<file path="src/rtl/imm_ext_pipe.sv">
// imm_ext_pipe: registered, flow-controlled immediate generator for decode.
// Extends instr[31:7] per immsrc, queues the result with its sideband tag in a
// 2-entry FIFO, and presents the head entry on a valid/ready output.
// Optional build macro: ZICSR_UIMM_EN (immsrc 101 = zero-extended CSR uimm).
// With the macro undefined, immsrc 101 is treated as unsupported.
module imm_ext_pipe #(
    parameter int XLEN  = 32,
    parameter int TAG_W = 32
) (
    input  logic             clk,
    input  logic             reset_n,
    input  logic             flush,
    input  logic             in_valid,
    output logic             in_ready,
    input  logic [24:0]      in_instr,
    input  logic [2:0]       in_immsrc,
    input  logic [TAG_W-1:0] in_tag,
    output logic             out_valid,
    input  logic             out_ready,
    output logic [XLEN-1:0]  out_imm,
    output logic [TAG_W-1:0] out_tag,
    output logic             out_illegal,
    output logic [1:0]       occupancy
);

    // in_instr[k] holds instruction bit k+7.
    logic            sgn;
    logic [XLEN-1:0] ext_imm;
    logic            ext_ill;

    logic [XLEN-1:0]  tail_imm;
    logic [TAG_W-1:0] tail_tag;
    logic             tail_ill;
    logic [1:0]       occ_q;
    logic [1:0]       occ_nxt;
    logic             rdy_q;
    logic             vld_q;
    logic             push;
    logic             pop;

    assign sgn = in_instr[24];

    // Combinational extension of the incoming instruction; illegal formats yield zero.
    always_comb begin
        ext_imm = '0;
        ext_ill = 1'b0;
        case (in_immsrc)
            3'b000: begin
                ext_imm        = {XLEN{sgn}};
                ext_imm[11:0]  = in_instr[24:13];
            end
            3'b001: begin
                ext_imm        = {XLEN{sgn}};
                ext_imm[11:0]  = {in_instr[24:18], in_instr[4:0]};
            end
            3'b010: begin
                ext_imm        = {XLEN{sgn}};
                ext_imm[12:0]  = {sgn, in_instr[0], in_instr[23:18], in_instr[4:1], 1'b0};
            end
            3'b011: begin
                ext_imm        = {XLEN{sgn}};
                ext_imm[20:0]  = {sgn, in_instr[12:5], in_instr[13], in_instr[23:14], 1'b0};
            end
            3'b100: begin
                ext_imm        = {XLEN{sgn}};
                ext_imm[31:0]  = {in_instr[24:5], 12'b0};
            end
`ifdef ZICSR_UIMM_EN
            3'b101: begin
                ext_imm[4:0]   = in_instr[12:8];
            end
`endif
            default: begin
                ext_ill = 1'b1;
            end
        endcase
    end

    // Handshakes and next occupancy; full blocks push, empty blocks pop.
    always_comb begin
        push    = in_valid & rdy_q;
        pop     = vld_q & out_ready;
        occ_nxt = occ_q;
        if (push && !pop) begin
            occ_nxt = occ_q + 2'd1;
        end else if (pop && !push) begin
            occ_nxt = occ_q - 2'd1;
        end
    end

    // FIFO storage: the head lives directly in the output registers, the tail behind it.
    always_ff @(posedge clk or negedge reset_n) begin
        if (!reset_n) begin
            out_imm     <= '0;
            out_tag     <= '0;
            out_illegal <= 1'b0;
            tail_imm    <= '0;
            tail_tag    <= '0;
            tail_ill    <= 1'b0;
            occ_q       <= 2'd0;
            vld_q       <= 1'b0;
            rdy_q       <= 1'b0;
        end else if (flush) begin
            occ_q <= 2'd0;
            vld_q <= 1'b0;
            rdy_q <= 1'b1;
        end else begin
            case (occ_q)
                2'd0: begin
                    if (push) begin
                        out_imm     <= ext_imm;
                        out_tag     <= in_tag;
                        out_illegal <= ext_ill;
                    end
                end
                2'd1: begin
                    if (push && pop) begin
                        out_imm     <= ext_imm;
                        out_tag     <= in_tag;
                        out_illegal <= ext_ill;
                    end else if (push) begin
                        tail_imm <= ext_imm;
                        tail_tag <= in_tag;
                        tail_ill <= ext_ill;
                    end
                end
                default: begin
                    if (pop) begin
                        out_imm     <= tail_imm;
                        out_tag     <= tail_tag;
                        out_illegal <= tail_ill;
                    end
                end
            endcase
            occ_q <= occ_nxt;
            vld_q <= (occ_nxt != 2'd0);
            rdy_q <= (occ_nxt != 2'd2);
        end
    end

    assign in_ready  = rdy_q;
    assign out_valid = vld_q;
    assign occupancy = occ_q;

endmodule

</file>
<file path="config.mk">
export PLATFORM = sky130hd
export DESIGN_NAME = imm_ext_pipe
export DESIGN_NICKNAME = d
export VERILOG_FILES = /design/src/rtl/imm_ext_pipe.sv
export SDC_FILE = /design/constraint.sdc
export NUM_CORES = 1
export LEC_CHECK = 0
export ABC_AREA = 1
export BUFFER_PORTS_ARGS = -buffer_cell sky130_fd_sc_hd__buf_4
export CORE_ASPECT_RATIO = 0.75
export CORE_MARGIN = 3
export CORE_UTILIZATION = 40
export DETAILED_ROUTE_END_ITERATION = 8
export PLACE_DENSITY_LB_ADDON = 0.25
export SYNTH_ARGS = -nofsm -noshare
export SYNTH_HDL_FRONTEND = slang
export SYNTH_SLANG_ARGS = --single-unit
</file>
<file path="constraint.sdc">
create_clock -name clk -period 1.7 [get_ports clk]
set_input_delay 0.17 -clock clk [delete_from_list [all_inputs] [get_ports clk]]
set_output_delay 0.17 -clock clk [all_outputs]
set_load 0.02 [all_outputs]
</file>
* Word level (Yosys, flattened, before mapping) *
Index checks and enable logic that the tools add are counted.

word-level totals
  input bits = 65
  bits in registers = 134
  word-level logic and storage cells = 54
  output and inout port bits = 69

cells by class
  eq/ne operators = 8
  mux-type cells = 19
  add/subtract/negate cells = 2
  bitwise operators = 4
  reductions and logical operators = 12

operators by type and width
  operator                                          number
  two-way mux 32 bit                                6
  one-hot mux 32 bit (5 select lines)               1
  one-hot mux 32 bit (2 select lines)               2
  AND reduction 4 bit                               2
  == test 3 x 2 -> 1 bit, second input constant     2
  two-way mux 1 bit                                 6
  two-way mux 2 bit                                 3
  inequality test 2 bit, second input constant      3
  OR reduction 5 bit                                1
  == test 3 x 1 -> 1 bit, second input constant     1
  == test 3 bit, second input constant              1
  logical AND 1 bit                                 3
  logical NOT 3 bit                                 1
  nonzero test 3 bit                                1
  adder 2 x 1 -> 2 bit, second input constant       1
  AND 1 bit                                         2
  == test 2 x 1 -> 1 bit, second input constant     1
  logical NOT 1 bit                                 2
  logical NOT 2 bit                                 1
  inverter 1 bit                                    2
  one-hot mux 1 bit (2 select lines)                1
  nonzero test 2 bit                                1
  subtractor 2 x 1 -> 2 bit, second input constant  1

* Longest topological paths before layout *
  depth after elaboration = 7
  depth in mapped cells = 12
  depth with buffers taken out = 9

* Worst setup path after synthesis *
No wires, ideal clock.

  path kind = reg2reg
  from = register occ_q[0] (netlist: occupancy[0])
  to = register out_imm[20]
  clock period less this slack = 1648 ps
  cell stages (with the launch flop) = 12
  data required time = 1583 ps
  library setup time = 117 ps
  data arrival time = 1531 ps
  path slack = 52 ps
  path buffers = 3
  path through = dfrtp_1 > inv_1 > ha_1 > inv_1 > nand2_1 > buf_4 > inv_2 > buf_6 > buf_2 > nand2_1 > nand3_1 > nand2_1

between the ends
  cells in the longest elaborated chain, start to end = 3

RTL lines
  element                                                                       RTL line  source
  from (decl)                                                                   34        logic [1:0] occ_q;
  from (signal assigned)                                                        135       occ_q <= occ_nxt;
  == test 2 x 1 -> 1 bit or logical NOT 2 bit (tied branches)                   108       case (occ_q)
  inequality test 2 bit (no source line) or nonzero test 3 bit (tied branches)  -
  AND reduction 4 bit (no source line)                                          -
  to (signal assigned)                                                          111       out_imm <= ext_imm;
  to (signal assigned)                                                          118       out_imm <= ext_imm;
  to (signal assigned)                                                          129       out_imm <= tail_imm;
  to (decl)                                                                     20        output logic [XLEN-1:0] out_imm,

Several ways; a longest one is shown, not always the timed one.
A chain may end at the register's enable or synchronous reset.

* Worst setup path after layout *
  from = register occ_q[1] (netlist: occupancy[1])
  to = register out_tag[5]

between the ends
  cells in the longest elaborated chain, start to end = 3

RTL lines
  element                                                                       RTL line  source
  == test 2 x 1 -> 1 bit or logical NOT 2 bit (tied branches)                   108
  inequality test 2 bit (no source line) or nonzero test 3 bit (tied branches)  -
  AND reduction 4 bit (no source line)                                          -
  to (signal assigned)                                                          112       out_tag <= in_tag;
  to (signal assigned)                                                          119       out_tag <= in_tag;
  to (signal assigned)                                                          130       out_tag <= tail_tag;
  to (decl)                                                                     21        output logic [TAG_W-1:0] out_tag,

Several ways; a longest one is shown, not always the timed one.

==> results.md <==
* Buffers & Inverters on Critical Path at 5
* Classification of the worst setup path: reg -> reg
* Leading cell types by total area after synthesis: sky130_fd_sc_hd__dfrtp_1 (53%), sky130_fd_sc_hd__nand2_1 (23%), sky130_fd_sc_hd__o21ai_0 (5.6%)
* Post-synthesis mux area share at 0%
* Minimum period implied by the final worst setup slack at 1.61 ns
* Net switching power at 5.56 mW
* Post-detailed-placement half-perimeter wirelength at around 10000 um
* Worst setup EP type: flip-flop
* Largest voltage drop on the vdd net at about 0.00084 V
* Period utilization at 95.0%
* Part of the total power dissipated in the clock network at between 20% and 30%
* Simple-gate area share of the yosys netlist at a little under a third
* Starting density of the core at roughly two fifths
* Final routed DRC violation total at 0
* DR iter-0 viols at 427
* Max stage delay on crit path at between 0.3 and 0.4 ns
* Final-layout worst hold slack at approximately 0.036 ns
* Last weighted congestion value of the routability-driven placer at a little over 0.8
* Slowest stage cell, crit path: sky130_fd_sc_hd__dfrtp_1
* Hold Vio Cnt, Final at 0
* Detailed Routing Iterations Pass 1 at 5
* Outcome: complete, no violations
* Number of vias in the routed layout at 5703
* GR Overflow Total at 0
* Final WS setup at approximately 0.085 ns
* Slew @ Worst Pin at approximately 0.53 ns
* IO buf count at about 130
* Die Height at about 110 um
* Number of max-capacitance violations reported at 0
* Slew HR at 64.7%
* Row Count at 39
* Slew Viols, Final at 0
* Layout Skew at just under 0.007 ns
* Main combinational cell family by area after synthesis: simple AND/OR/NAND/NOR gates
* Total area of multi-input combinational cells at 2550 um^2
* Top fanout value on the critical path at 8
* Critical path, cell by cell: inv_2 -> ha_4 -> inv_2 -> nand2_4 -> nand2_4 -> nand3_4 -> buf_12 -> clkinv_8 -> clkbuf_16 -> nand2_2 -> nand2_2
* Net count of the mapped netlist at roughly 900
* Clock latency on the worst-skew pair at 0.41 ns
* Number of placed instances with taps included at 1141
* Library cell with the highest instance count after synthesis: sky130_fd_sc_hd__nand2_1
* Number of antenna violations at the first check in global routing at 0
* Total core area at ~15000 um^2
* Total negative slack for setup checks at 0 ns
* Post-synth EDFFs at 0
* Leakage at 4.64 nW
* Number of sinks handled by clock tree synthesis at around 130
* Maximum number of pins on one net before global-route repair at 93
* Cell area after synthesis at ~6300 um^2
* Cell variety after synth at 23
* Area after DPL at about 7600 um^2
* Pwr dens at between 1500 and 2000 nW/um^2
* Total track usage at a little under a fifth
* Count of nets left with antenna violations after detail routing at 0
* Share of the yosys chip area belonging to registers at 53.1%
* Post-synthesis share of cell area spent on xor and xnor gates at 0%
* Post-layout instance area at 8570 um^2
* Yosys top cell area share at a little over half
* Number of non-filler instances in the completed layout at roughly 1200
* Clk slew on worst S/H paths at 0.06 ns
* Data required time at the worst endpoint at roughly 2.0 ns
* Total setup violations reported at the end of the flow at 0
* Die area at between 15000 and 20000 um^2
* Total routed wirelength at 16900 um
* Top cells by count, synth: sky130_fd_sc_hd__nand2_1 (389), sky130_fd_sc_hd__dfrtp_1 (134), sky130_fd_sc_hd__o21ai_0 (71)
* Global-route wire length before repair at ~25000 um
* Number of ports placed on the die boundary at 134
* TritonCTS Buffers at 17
* Share of cells above drive strength 1 at 22.9%
* Longest Clk Path Bufs at 2
* Type of the worst min-delay path: in -> reg
* Number of diodes added for antenna fixing at 0
* Core occupancy in the finished layout at between 50% and 60%
* Average cell area after synthesis at ~7.6 um^2
* Setup repair after global routing missed its margin: true
* Number of synthesized register bits at 134
* Post-synthesis adder-cell area fraction at less than 1%
* Routed wirelength normalized by instance count at around 14 um
* Cell family with most CP delay: buffers and inverters
* Vias per cell at 4.81
* Sequential group share of total power at 35.8%
* Logic pwr share at roughly 39%
* Post-Synthesis Cells at 835
* Pre-CTS WS at 0.0725 ns
* Reg area at 3350 um^2
* Synth Warn # at 0
* Proportion of total power due to net switching at 36.6%
* Vias in the first global route at 4986
* Sort of element at the start of the critical path: flip-flop
* Main synth FF type: sky130_fd_sc_hd__dfrtp_1
* Synth async-reset ratio at 100%
* Number of fill cells at ~1500
* Overall power consumption at approximately 15 mW
* Layout Nets at roughly 1000
* Area added between synthesis and finish at 35.8%
* TritonCTS clock tree: done
* Design internal power at a little under 10 mW
* Clock root buffer: sky130_fd_sc_hd__clkbuf_16
* Horiz. Die Dim at roughly 150 um
* Yosys top cell by area: sky130_fd_sc_hd__dfrtp_1
* Clock H-tree levels at 4
* Compound-cell area share of the yosys netlist at 8.51%
* Highest clock frequency the design can meet at 619 MHz
* WP data arrival at about 1.9 ns
==> layer usage <==
metal	GRT usage, %	up-vias	wire [um]
met5	0	-	0
met4	5.43	0	183
met3	6.07	18	1480
met2	25.7	185	7260
met1	26.8	2648	7980
li1	-	2852	-
==> what timing repair did <==
item                                    in CTS  in global routing
endpoints found under the setup margin       0                 46
gates resized for setup                      0                 33
hold buffers                                 1                  0
buffers inserted                             0                  4
endpoints found under the hold margin      134                  0
==> worst paths after layout <==
path                               from            to  slack (ns)  depth (start not counted)
min in group asynchronous       reset_n    out_imm[1]        0.16                          2
setup reg to reg           occupancy[1]    out_tag[5]        0.09                         11
setup / recovery           occupancy[1]    out_tag[5]        0.09                         11
max in group asynchronous       reset_n  occupancy[0]        0.97                          3
hold / removal               in_tag[15]  tail_tag[15]        0.04                          3
hold reg to reg            tail_imm[26]  tail_imm[26]        0.47                          2
==> cell families (layout without fill, tap and decap cells) <==
| kind of cell | count (synthesis) | count (layout) |
|---|---|---|
| adders and majority gates | 2 | 2 |
| buffers and inverters | 114 | 260 |
| DFF | 134 | 134 |
| AOI/OAI and AO/OA | 105 | 105 |
| and+or+nand+nor | 480 | 480 |
==> flip-flops by register name (all words and copies together), names as in the netlist <==
| register | count |
|---|---|
| in_ready | 1 |
| occupancy | 2 |
| out_illegal | 1 |
| out_imm | 32 |
| out_tag | 32 |
| out_valid | 1 |
| tail_ill | 1 |
| tail_imm | 32 |
| tail_tag | 32 |
==> cell usage in the layout (no fill, tap or decap), types with 24 or more instances in the layout <==
cell type                   netlist  final
sky130_fd_sc_hd__buf_4            9    140
sky130_fd_sc_hd__clkbuf_16        0     24
sky130_fd_sc_hd__dfrtp_1        134    133
sky130_fd_sc_hd__inv_1           61     58
sky130_fd_sc_hd__nand2_1        389    378
sky130_fd_sc_hd__nand3_1         44     44
sky130_fd_sc_hd__nor2_1          37     34
sky130_fd_sc_hd__o21ai_0         71     71
sky130_fd_sc_hd__o21ai_1         25     24
==> area by class of cell <==
cell class	count	area share [%]
clock buffer	19	5.29
clock inverter	12	2.07
inverter	66	3.10
multi-input combinational	587	29.8
sequential	134	39.1
tap	205	2.99
timing repair buffer	163	17.7
==> power by group through the flow <==
stage               Combinational, mW  Sequential [mW]  Clock (mW)
floorplan                        2.49             6.16           0
global placement                 5.26             5.43           0
detailed placement               5.35             5.43           0
CTS                              5.37             5.42        3.99
global route                     6.53             5.59        4.13
finish                           5.85             5.43        3.90
==> worst reg2reg max path, stage by stage (launching register included) <==
cell and delay, ns:
sky130_fd_sc_hd__dfrtp_1 0.39, sky130_fd_sc_hd__inv_2 0.12, sky130_fd_sc_hd__ha_4 0.18, sky130_fd_sc_hd__inv_2 0.06, sky130_fd_sc_hd__nand2_4 0.09, sky130_fd_sc_hd__nand2_4 0.06, sky130_fd_sc_hd__nand3_4 0.10, sky130_fd_sc_hd__buf_12 0.12
sky130_fd_sc_hd__clkinv_8 0.08, sky130_fd_sc_hd__clkbuf_16 0.19, sky130_fd_sc_hd__nand2_2 0.07, sky130_fd_sc_hd__nand2_2 0.05
Power figures use the tool's default switching activity.
